**src/rtl/if_id_inst_queue.sv**
```systemverilog
// Fetch-to-decode instruction queue of {pc, inst} pairs with valid/ready on both sides.
// Optional combinational empty-queue bypass: define IFQ_BYPASS_EN.
module if_id_inst_queue #(
   parameter int unsigned DEPTH    = 4,
   parameter int unsigned PC_WIDTH = 32,
   parameter logic [31:0] NOP_INST = 32'h0000_0013
) (
   input  logic                      clk,
   input  logic                      rst_n,
   input  logic                      flush_i,
   input  logic                      in_valid,
   output logic                      in_ready,
   input  logic [31:0]               in_inst,
   input  logic [PC_WIDTH-1:0]       in_pc,
   output logic                      out_valid,
   input  logic                      out_ready,
   output logic [31:0]               out_inst,
   output logic [PC_WIDTH-1:0]       out_pc,
   output logic [$clog2(DEPTH):0]    count_o
);

   localparam int unsigned AW = $clog2(DEPTH);
   localparam int unsigned CW = AW + 1;
   localparam logic [CW-1:0] FULL    = CW'(DEPTH);
   localparam logic [CW-1:0] CNT_ONE = CW'(1);
   localparam logic [AW-1:0] PTR_ONE = AW'(1);

   typedef struct packed {
      logic [PC_WIDTH-1:0] pc;
      logic [31:0]         inst;
   } ifq_entry_t;

   ifq_entry_t       mem [DEPTH];
   logic [AW-1:0]    rd_ptr;
   logic [AW-1:0]    wr_ptr;
   logic [CW-1:0]    count;
   logic             empty;
   logic             byp;
   logic             push_q;
   logic             pop_q;

   assign empty    = (count == '0);
   assign in_ready = (count != FULL);
   assign count_o  = count;

`ifdef IFQ_BYPASS_EN
   assign byp = empty & in_valid & ~flush_i;
`else
   assign byp = 1'b0;
`endif

   // A bypassed entry taken by decode this cycle is never written.
   assign push_q = in_valid & in_ready & ~flush_i & ~(byp & out_ready);
   assign pop_q  = ~empty & out_ready & ~flush_i;

   always_comb begin
      out_valid = 1'b0;
      out_inst  = NOP_INST;
      out_pc    = '0;
      if (!empty) begin
         out_valid = 1'b1;
         out_inst  = mem[rd_ptr].inst;
         out_pc    = mem[rd_ptr].pc;
      end else if (byp) begin
         out_valid = 1'b1;
         out_inst  = in_inst;
         out_pc    = in_pc;
      end
   end

   always_ff @(posedge clk or negedge rst_n) begin
      if (!rst_n) begin
         rd_ptr <= '0;
         wr_ptr <= '0;
         count  <= '0;
      end else if (flush_i) begin
         rd_ptr <= '0;
         wr_ptr <= '0;
         count  <= '0;
      end else begin
         if (push_q) wr_ptr <= wr_ptr + PTR_ONE;
         if (pop_q)  rd_ptr <= rd_ptr + PTR_ONE;
         if (push_q && !pop_q)      count <= count + CNT_ONE;
         else if (pop_q && !push_q) count <= count - CNT_ONE;
      end
   end

   always_ff @(posedge clk) begin
      if (push_q) mem[wr_ptr] <= '{pc: in_pc, inst: in_inst};
   end

endmodule

```
**config.mk**
```make
export PLATFORM = sky130hd
export DESIGN_NAME = if_id_inst_queue
export DESIGN_NICKNAME = d
export VERILOG_FILES = /design/src/rtl/if_id_inst_queue.sv
export SDC_FILE = /design/constraint.sdc
export NUM_CORES = 1
export LEC_CHECK = 0
export CORE_MARGIN = 2
export CORE_UTILIZATION = 31
export DETAILED_ROUTE_END_ITERATION = 8
export GPL_TIMING_DRIVEN = 0
export MAX_ROUTING_LAYER = met4
export PLACE_DENSITY_LB_ADDON = 0.1
export SLEW_MARGIN = 20
export SYNTH_ARGS = -nofsm -noshare
export SYNTH_HDL_FRONTEND = slang
export SYNTH_SLANG_ARGS = --single-unit
```
**constraint.sdc**
```tcl
create_clock -name clk -period 4.3 [get_ports clk]
set_clock_uncertainty 0.15 [all_clocks]
set_input_delay 0.86 -clock clk [delete_from_list [all_inputs] [get_ports clk]]
set_output_delay 0.86 -clock clk [all_outputs]
set_load 0.05 [all_outputs]
```
# After elaboration in Yosys (flattened, before gate mapping)
# Memories as Yosys holds them, arrays and structs flattened.
# Index checks and enable logic that the tools add are counted.
# Widths: inputs -> output; s select.
[totals]
register_bits = 7
romBits = 0
inputBits = 69
memories = 1
out_inout_bits = 69
ram_bits = 256
latch_bits = 0
wordCells = 35
[op_classes]
multipliers = 0
div_mod_pow = 0
bitwise_logic = 6
reduce_logical = 8
magnitude_cmp = 0
muxes = 12
n_eq_ne = 1
shift = 0
n_addsub = 4
[memory_table]
columns = ["memory", "words", "width", "rd", "rd_clocked_by_memory_dff", "wr", "line", "text"]
rows = [
  ["mem", 4, 64, 1, 0, 1, "33", "ifq_entry_t mem [DEPTH];"],
]
[op_table]
columns = ["cell", "n"]
rows = [
  ["$mux 32", 2],
  ["$mux 3", 3],
  ["$mux 2", 4],
  ["$add 2x1->2 const B", 2],
  ["$and 1x1->1", 4],
  ["$reduce_bool 2->1", 2],
  ["$add 3x1->3 const B", 1],
  ["$logic_not 3->1", 1],
  ["$mux 1", 3],
  ["$ne 3x3->1 const B", 1],
  ["$reduce_bool 3->1", 1],
  ["$sub 3x1->3 const B", 1],
  ["$logic_and 1x1->1", 2],
  ["$logic_not 1->1", 2],
  ["$not 1->1", 2],
]

# Depth between registers and ports, before layout
[logic_depth]
word_depth = 8
mapped_depth = 8
mapped_depth_nobuf = 7

# Worst setup path after synthesis
# No wires, ideal clock.
[synth_path]
path_type = "input to register"
from = "input in_valid"
to = "memory mem[0][0] in the netlist's numbering (enable)"
path_slack_ns = 0.731
path_stages = 4
arrival_time_ns = 2.990
required_ns = 3.721
setup_ns = 0.429
path_buffers = 1
path_cell_list = "clkbuf_1 inv_1 nor3_1 and2_1"
[synth_via]
elab_chain_len = 4
[synth_lines]
columns = ["element", "line", "text"]
rows = [
  ["from (decl)", "11", "input logic in_valid,"],
  ["$and 1x1->1 (2 in a row)", "53", "assign push_q = in_valid & in_ready & ~flush_i & ~(byp & out_ready);"],
  ["$mux 1", "89", "if (push_q) mem[wr_ptr] <= '{pc: in_pc, inst: in_inst};"],
  ["$mux 1 (implied by the code)", "89", ""],
  ["to (decl)", "33", ""],
]
# Every way passes these cells.

# Final worst setup path
[layout_path]
from = "register count[0], in the netlist count_o[0]"
to = "output out_pc[3]"
[layout_via]
elab_chain_len = 2
[layout_lines]
columns = ["element", "line", "text"]
rows = [
  ["from (decl)", "36", "logic [CW-1:0] count;"],
  ["from (signal assigned)", "83", "if (push_q && !pop_q) count <= count + CNT_ONE;"],
  ["from (signal assigned)", "84", "else if (pop_q && !push_q) count <= count - CNT_ONE;"],
  ["$logic_not 3->1", "42", "assign empty = (count == '0);"],
  ["$mux 32", "60", "if (!empty) begin"],
  ["to (decl)", "18", "output logic [PC_WIDTH-1:0] out_pc,"],
]
# Every way passes these cells.

==> results list <==
- Setup repair after global routing missed its margin: no
- Clock transition at the registers of the reported paths: 0.06 ns
- Of all nets on the critical path, the largest fanout is 10.
- Chip Width: 185 µm
- CP Data Arrival Time: 3.05 ns
- Post-Synthesis Cell Area: 10,200 µm²
* Deepest level of the CTS H-tree: 1
- Static Leakage: 4.21 nW
- Full die area: 34,400 µm²
* Final min period: 4.06 ns
* Synth top area share: 75.4%
- VDD IR-drop max: 0.359 mV
- Status: completed
- sky130_fd_sc_hd__edfxtp_1 takes more of the synthesized area than any other cell.
* Worst min-delay path category: input port to asynchronous set/reset pin
* Post-synthesis to final-layout area growth: 29.2%
- Layout fillers: 2,935
- In the post-synthesis netlist, the cell with the most instances is sky130_fd_sc_hd__edfxtp_1.
* Total length of routed wires: 21,700 µm
- Non-Filler Instances: 1,103
- Number of placement rows: 66
- Ratio of routed vias to standard cells: 4.56
- The number of nets in the synthesized netlist is 541.
- Core box area: 32,500 µm²
- Clk_lat worst skew: 0.54 ns
* Vias in the first global route: 5,556
- For the pin with the worst max-slew slack, the measured transition is 0.696 ns.
- TritonCTS built the clock tree.
- Cells after Synth: 467
* Residual overflow from global routing: 0
* Number of maximum-capacitance violations: 0
- The first global-routing pass estimated 32,700 µm of wire.
* Clock sinks: 263
- Fin crit share: 94.5%
- Estimated wirelength of the detail-placed design: 13,100 µm
- The number of clock buffers added by TritonCTS is 30.
* CTS max path bufs: 3
- Warning count from the yosys run: 0
- Initial Utilization: 31.4%
- Areal power density over the cells: 675 nW/µm²
- Number of synthesized flops with an enable pin: 256
- In this run, the number of DRC markers left after iteration 0 of detailed routing was 213.
- The worst setup path is captured at an output pin.
- Input/output buffers: 134
- Average size of a mapped cell: 21.8 µm²
- 138 I/O pins were placed.
- Placer's final routability congestion estimate: 0.716
- Final nets: 711
- The number of different library cells used by synthesis comes to 31.
- Pin count of the biggest net entering global routing: 39
- Dividing the detail-routed wire length by the instance count gives 19.7 µm.
* Required time at the endpoint of the critical path: 3.29 ns
* Count of final hold-check violations: 0
* Initial antenna violation count: 1
* Startpoint kind of the worst setup timing path: flop
- Top area cells in the synthesized netlist: sky130_fd_sc_hd__edfxtp_1, sky130_fd_sc_hd__mux4_2, sky130_fd_sc_hd__and2_1
- Timing analysis after detailed placement gives a worst setup slack of 0.510 ns.
- Top FF cell, synth: sky130_fd_sc_hd__edfxtp_1
* Final worst slack: 0.238 ns
* Global-route usage over all layers: 13.3%
* Critical path class: flop to output pin
- The first TritonRoute pass finished after 4 iterations.
* Post-synthesis sequential area ratio: 77.1%
* Max Freq: 246 MHz
* Synthesis-stage register bit count: 263
- The post-route netlist has 20.0% of its cells at a drive strength greater than 1.
* Die Height: 185 µm
* Slew HR: 53.6%
- Sorting the synthesized cells by how often they occur yields sky130_fd_sc_hd__edfxtp_1, sky130_fd_sc_hd__and2_1, sky130_fd_sc_hd__mux4_2, sky130_fd_sc_hd__clkbuf_1.
- Fraction of registers with async set or reset after synthesis: 2.66%
- In this run, placement finished with an instance count of 1,047.
* Post-route antenna net violation count: 0
- Hold-fix buffer count after cts: 0
* Remaining routing DRC violations: 0
- Total number of vias: 5,032
* Final slew viol count: 0
- Setup violations remaining at the end of the flow were counted as 0.
- In this run the clock root is driven by a sky130_fd_sc_hd__clkbuf_16.
worst paths after layout:
kind,startpoint,to,slack (ns),cells after the start
worst max-delay path,count_o[0]$_DFFE_PN0P_,out_pc[3],0.24,6
worst min-delay path,rst_n,count_o[2]$_DFFE_PN0P_,0.46,1
worst max register to register,count_o[0]$_DFFE_PN0P_,count_o[2]$_DFFE_PN0P_,1.61,8
worst min register to register,wr_ptr[0]$_DFFE_PN0P_,wr_ptr[0]$_DFFE_PN0P_,0.47,2
max in group asynchronous,rst_n,count_o[1]$_DFFE_PN0P_,3.27,1
min in group clk,wr_ptr[0]$_DFFE_PN0P_,wr_ptr[0]$_DFFE_PN0P_,0.47,2
power by group:
group          internal, mW  leakage [nW]  total, mW  switching (mW)
Sequential             2.96          2.42       3.00          0.0447
Combinational          1.30          1.34       3.47            2.17
Clock                  1.49         0.458       2.42           0.928
worst max-delay path, stage by stage, from the launching register on:
cell and delay, ns:
sky130_fd_sc_hd__dfrtp_1 0.38, sky130_fd_sc_hd__clkbuf_1 0.33, sky130_fd_sc_hd__nor3_2 0.12, sky130_fd_sc_hd__inv_1 0.33
sky130_fd_sc_hd__clkbuf_2 0.33, sky130_fd_sc_hd__and2_1 0.17, sky130_fd_sc_hd__clkdlybuf4s50_1 0.85
layout by cell type (no fill, tap or decap), drive strengths merged:
cell / n
ha: 4
nand3: 2
mux2i: 1
nor3b: 1
bufinv: 2
diode: 1
o21a: 1
buf: 19
clkbuf: 59
nor3: 2
a211oi: 1
a311oi: 1
a31o: 1
a21oi: 2
xor2: 2
dfrtp: 7
a221oi: 1
or2: 3
a21o: 1
o31ai: 1
o311ai: 1
clkdlybuf4s50: 134
nor2: 9
and3b: 1
o21ai: 3
clkinv: 4
mux2: 2
inv: 8
fa: 1
and2: 66
mux4: 64
edfxtp: 256
metrics by stage:
| step | TNS [ns] | hold slack, ns | power, mW | area, µm² | util [%] |
|---|---|---|---|---|---|
| 3_3_place_gp | -247.31 | 0.429 | 6.58 | 12100 | 37.3 |
| 4_1_cts | 0 | 0.442 | 9.07 | 13200 | 40.6 |
| 6_report | 0 | 0.457 | 8.89 | 13200 | 40.6 |
| 5_1_grt | 0 | 0.457 | 9.31 | 13200 | 40.6 |
| 2_1_floorplan | 0 | 0.407 | 5.40 | 10200 | - |
| 3_5_place_dp | 0 | 0.452 | 6.59 | 12200 | 37.6 |
state kept, by name (all words and copies together), names as in the netlist:
| signal | flops |
|---|---|
| mem | 256 |
| count_o | 3 |
| rd_ptr | 2 |
| wr_ptr | 2 |
metal layers:
metal	GRT usage (%)	vias to the layer above	share of wire [%]	wire length (µm)
met3	3.36	39	5.9	1290
met1	15.4	2617	41	8860
li1	-	2240	-	-
met5	-	-	0	0
met4	3.30	0	2.2	478
met2	23.3	136	51	11100
cell type report:
class / count / area (µm²) / area share [%]
antenna: 1 / 2.50 / 0.0190
timing repair buffer: 138 / 1450 / 11.0
clock inverter: 6 / 76.3 / 0.579
buffer: 25 / 150 / 1.14
sequential: 263 / 7860 / 59.7
clock buffer: 49 / 873 / 6.63
tap: 442 / 553 / 4.20
inverter: 8 / 30.0 / 0.228
multi-input combinational: 171 / 2170 / 16.5
what timing repair did:
action | 4_1_cts | 5_1_grt
setup buffers | 0 | 0
cloned | 0 | 0
endpoints found under the setup margin | 19 | 10
gates resized for setup | 5 | 2
cell families (layout without fill, tap and decap cells):
| kind of cell | count (synthesis) | count (layout) | share of synthesized area (%) |
|---|---|---|---|
| mux | 67 | 67 | 14.5 |
| other cells | 0 | 1 | 0 |
| compound gates | 13 | 13 | 0.945 |
| simple gates | 84 | 84 | 4.97 |
| fa+ha+maj | 5 | 5 | 0.687 |
| buf+inv | 33 | 226 | 1.69 |
| xor+xnor | 2 | 2 | 0.172 |
| flops | 263 | 263 | 77.1 |
No activity file was read; power rests on OpenSTA's default activity.
==> RTL change 1, RTL diff (same flow settings) <==
Set the parameter `DEPTH` to 8 (it was 4).
--- a/src/rtl/if_id_inst_queue.sv
+++ b/src/rtl/if_id_inst_queue.sv
@@ -1,7 +1,7 @@
 // Fetch-to-decode instruction queue of {pc, inst} pairs with valid/ready on both sides.
 // Optional combinational empty-queue bypass: define IFQ_BYPASS_EN.
 module if_id_inst_queue #(
-   parameter int unsigned DEPTH    = 4,
+   parameter int unsigned DEPTH    = 8,
    parameter int unsigned PC_WIDTH = 32,
    parameter logic [31:0] NOP_INST = 32'h0000_0013
 ) (
Interface: changed (resized count_o); port bits go from 138 to 139. The function was not compared with the original's and may differ.
==> RTL change 1 against the unedited design <==
- total power grew 79%
- setup slack got worse by 0.12 ns
- sequential power is 95% higher
- final area is 92% higher
- routed wire length up 120%
- area after synthesis rose by 97%
- sequential cell count up 259
- critical endpoint is now out_pc[17]
==> RTL change 1: results (changes against the unedited design) <==
Synthesis
  • Sequential element share of the synthesized area: 0.776 (+0.00557)
  • Mean Syn Cell Area: 22.6 sq um (+3.3%)
  • Post-Synth XOR/XNOR Area: 0.00261 (+0.000894)
  • Commonest cells post-synth: edfxtp_1 (512), mux4_2 (128), nor2_1 (75), mux2i_1 (67), buf_2 (16)
  • Post-synth ARST share: 0.0192 (-0.00746)
  • Post-synthesis compound-gate area fraction: 0.00454 (-0.00491)
  • Syn Nets: 966 (+79%)
  • Area contributors post-synth: edfxtp_1 (76%), mux4_2 (14%), mux2i_1 (3.3%), nor2_1 (1.4%), dfrtp_1 (1.2%)
  • Synth Area in Adders: 0.00348 (-0.00339)
  • Yosys cell types: 38 (+23%)

GRT
  • Vias in the first global route: 10100 (+81%)
  • Met2 global-route usage: 0.232 (-0.000410)
  • All-Layer GR Usage: 0.149 (+0.0154)
  • Pin count of the biggest net entering global routing: 19 (-51%)
  • M3 GR Usage: 0.0317 (-0.00193)
  • First-pass GRT wire length: 70000 um (+110%)

Power and ir drop
  • Switching share of power: 0.340 (-0.0137)
  • Peak VDD IR: 370 uV (+3.1%)
  • P per Cell Area: 632 nW/um^2 (-6.5%)
  • LEAKAGE: 7.97 nW (+89%)
  • Comb pwr: 5.37 mW (+55%)

Finish
  • Multi-input gates: 318 (+86%)
  • Inverters: 6 (-2)
  • N_diodes: 5 (+4)
  • Seq cells: 522 (+98%)
  • Seq/total area: 0.619 (+0.0219)
  • Layout clock buffer count: 67 (+37%)
  • Share of layout cells above drive strength 1: 0.258 (+0.0577)
  • Non-clk buf share: 0.0964 (-0.0252)
  • ClkCell Share: 0.0709 (-0.00123)

Clock tree
  • # resized after CTS: 36 (+31)
  • H-Tree Depth: 2 (+1)
  • Clk_lat worst skew: 0.59 ns (+0.05 ns)

Placement
  • GP Congestion: 0.663 (-7.4%)
  • Placement Cell Area: 23400 sq um (+92%)
  • Pre-CTS WS: 0.217 ns (-0.293 ns)
  • Placed wire-length estimate: 30300 um (+130%)

Detailed routing
  • Routed wl met3: 2250 um (+74%)
  • Drt initial violations: 662 (+210%)
  • Wire per inst: 23.5 um (+19%)
  • Via count: 9448 (+88%)
  • Post-Route M1 WL: 21800 um (+150%)

Floorplan
  • N_taps: 855 (+93%)

Critical path
  • Max incr delay on CP: 0.72 ns (-0.13 ns)
  • CP arrival: 3.17 ns (+0.12 ns)

Status
  • Status: finished, final reports clean
==> RTL change 1: cell types whose count changed after synthesis, sizes merged, moves of 3 or more <==
cell,change
mux2i,+66
dfrtp,+3
buf,+19
edfxtp,+256
nand2,+10
nor2,+66
nand3,+3
and2,-66
mux4,+64
or2,-3
nand2b,+3
==> RTL change 1: critical path: cells and delay by family, from the launching register on <==
kind	cells	cell delay, ns
AND/OR/NAND/NOR	2	0.65
flip-flops	1	0.39
buffers and inverters	4	1.52
==> RTL change 1: path summary, 6_finish.rpt <==
kind / slack [ns] / depth (start not counted) / to / startpoint
hold / removal: 0.45 / 1 / wr_ptr[0] / rst_n
setup / recovery: 0.12 / 6 / out_pc[17] / count_o[0]
setup reg to reg: 1.29 / 10 / mem[1][45] / count_o[1]
max in group asynchronous: 3.22 / 1 / rd_ptr[0] / rst_n
min in group clk: 0.48 / 3 / wr_ptr[1] / in_valid
hold reg to reg: 0.49 / 2 / wr_ptr[0] / wr_ptr[0]
==> RTL change 2, RTL diff (config.mk and constraints unchanged) <==
Made on the original files. Reset style: synchronous (`rst_n`), changed in one clocked block.
--- a/src/rtl/if_id_inst_queue.sv
+++ b/src/rtl/if_id_inst_queue.sv
@@ -68,7 +68,7 @@
       end
    end
 
-   always_ff @(posedge clk or negedge rst_n) begin
+   always_ff @(posedge clk) begin
       if (!rst_n) begin
          rd_ptr <= '0;
          wr_ptr <= '0;
Function: differs if rst_n is asserted again (counterexample within 4 cycles, from zero or initial values and one cycle with rst_n low); with rst_n held inactive, the same outputs for 4 cycles.
==> RTL change 2 against the unedited design <==
- sequential share of layout area down 0.086 points
- area after synthesis rose by 0.26%
- sequential cell count is 2 higher
- die area grew 0.25%
- routed wire length fell by 0.89%
- global-route usage shrank 0.25 points
- setup slack got worse by 0.015 ns
- utilization barely moved
- final area rose by 0.21%
- critical path depth down 1
- critical path type unchanged
- critical endpoint is now out_pc[17]
- largest cell class unchanged
Power is not compared: it rests on default switching activity, and its combinational part moved more than twofold at a synthesized area within 25%.
==> RTL change 2: results (changes against the unedited design) <==
Status
  • Status: finished, final reports clean

Finish
  • Non-clk buf share: 0.127 (+0.00505)
  • Seq cells: 265 (+0.76%)
  • Cell Count, Final, Fillers Out: 1097 (-0.54%)
  • Share of layout cells above drive strength 1: 0.203 (+0.00336)
  • Final layout net count: 705 (-0.84%)
  • Register area: 7870 sq um (about the same)
  • Multi-input gates: 166 (-2.9%)
  • Area of the multi-input gates: 2150 sq um (-0.92%)
  • Inverters: 4 (-4)
  • ClkCell Share: 0.0710 (-0.00110)
  • Fillers: 2945 (+0.34%)
  • Top reg by flops: mem
  • Seq/total area: 0.596 (-0.000864)

Clock tree
  • Clk_lat worst skew: 0.54 ns (about the same)
  • Cts bufs inserted: 30 (unchanged)

Critical path
  • Critical R2R Launch: count_o[0]
  • Reg2Reg Capture Point: count_o[2]
  • Worst r2r path cells: 9 (+1)
  • CP arrival: 3.07 ns (+0.02 ns)
  • Reg2reg setup slack: 1.75 ns (+0.14 ns)
  • Worst Setup EP: out_pc[17]
  • Max incr delay on CP: 0.87 ns (+0.02 ns)

Timing
  • Slew margin rel.: 0.576 (+0.0399)
  • Post-layout min period: 4.08 ns (+0.0148 ns)

Placement
  • Placement Cell Area: 12300 sq um (+0.38%)
  • Placed wire-length estimate: 12700 um (-2.4%)
  • Pre-CTS WS: 0.674 ns (+0.164 ns)
  • Inst Count DP: 1040 (-0.67%)
  • Port Buffer Count: 137 (+2.2%)
  • GP Congestion: 0.737 (+2.9%)

GRT
  • Vias in the first global route: 5474 (-1.5%)
  • Met2 global-route usage: 0.214 (-0.0182)
  • All-Layer GR Usage: 0.131 (-0.00251)
  • Met1 GRT Util: 0.161 (+0.00781)
  • First-pass GRT wire length: 32300 um (-1.3%)
  • Pin count of the biggest net entering global routing: 36 (-7.7%)
  • M3 GR Usage: 0.0348 (+0.00121)

Synthesis
  • Post-synthesis mux area share: 0.142 (-0.00257)
  • Post-Synth XOR/XNOR Area: 0.00257 (+0.000852)
  • Yosys cell types: 33 (+6.5%)
  • Post-synthesis compound-gate area fraction: 0.00514 (-0.00431)
  • Sequential element share of the synthesized area: 0.769 (-0.00149)
  • Synth Area in Adders: 0.00808 (+0.00121)
  • Post-synth ARST share: 0 (-0.0266)
  • Mapped Cells: 457 (-2.1%)
  • Commonest cells post-synth: edfxtp_1 (256), mux4_2 (64), and2_1 (61), dfxtp_1 (9), clkbuf_1 (7)
  • Syn Nets: 532 (-1.7%)
  • Number of synthesized flops with an enable pin: 256 (unchanged)
  • Area contributors post-synth: edfxtp_1 (75%), mux4_2 (14%), and2_1 (3.7%), dfxtp_1 (1.8%), buf_12 (1.2%)

Floorplan
  • DIE AREA: 34500 sq um (+0.25%)

Detailed routing
  • DR WL met2: 10500 um (-5.2%)
  • Post-Route M1 WL: 9290 um (+4.9%)
  • Via count: 4911 (-2.4%)
  • Routed wl met3: 1370 um (+6.3%)

Min path
  • HP Class: flop to flop

Power and ir drop
  • P per Cell Area: 443 nW/um^2
  • LEAKAGE: 4.15 nW
## RTL change 2: cell count changes after synthesis, moves of 2 or more
cell | before | now
dfxtp_1 | 0 | 9
dfrtp_1 | 7 | 0
buf_12 | 0 | 6
and2_1 | 66 | 61
nor2_1 | 9 | 4
and3_2 | 0 | 4
inv_1 | 8 | 4
buf_2 | 9 | 6
buf_6 | 5 | 2
clkbuf_1 | 10 | 7
mux2_1 | 2 | 0
nor2b_1 | 0 | 2
## RTL change 2: worst min-delay path by stage
stage / start / end / slack, ns / cells past startpoint
final: rd_ptr[1] / rd_ptr[1] / 0.36 / 2
after CTS: rd_ptr[1] / flop / 0.35 / 2
after detailed placement: rd_ptr[1] / rd_ptr[1] / 0.34 / 2
after global routing: wr_ptr[1] / wr_ptr[1] / 0.43 / 2
after floorplan: rd_ptr[1] / flop / 0.31 / 2
after global placement: rd_ptr[1] / rd_ptr[1] / 0.33 / 2
## RTL change 2: what timing repair did
action,CTS,global route
endpoints found under the setup margin,0,5
resized for setup,0,2
hold endpoints to repair,0,0
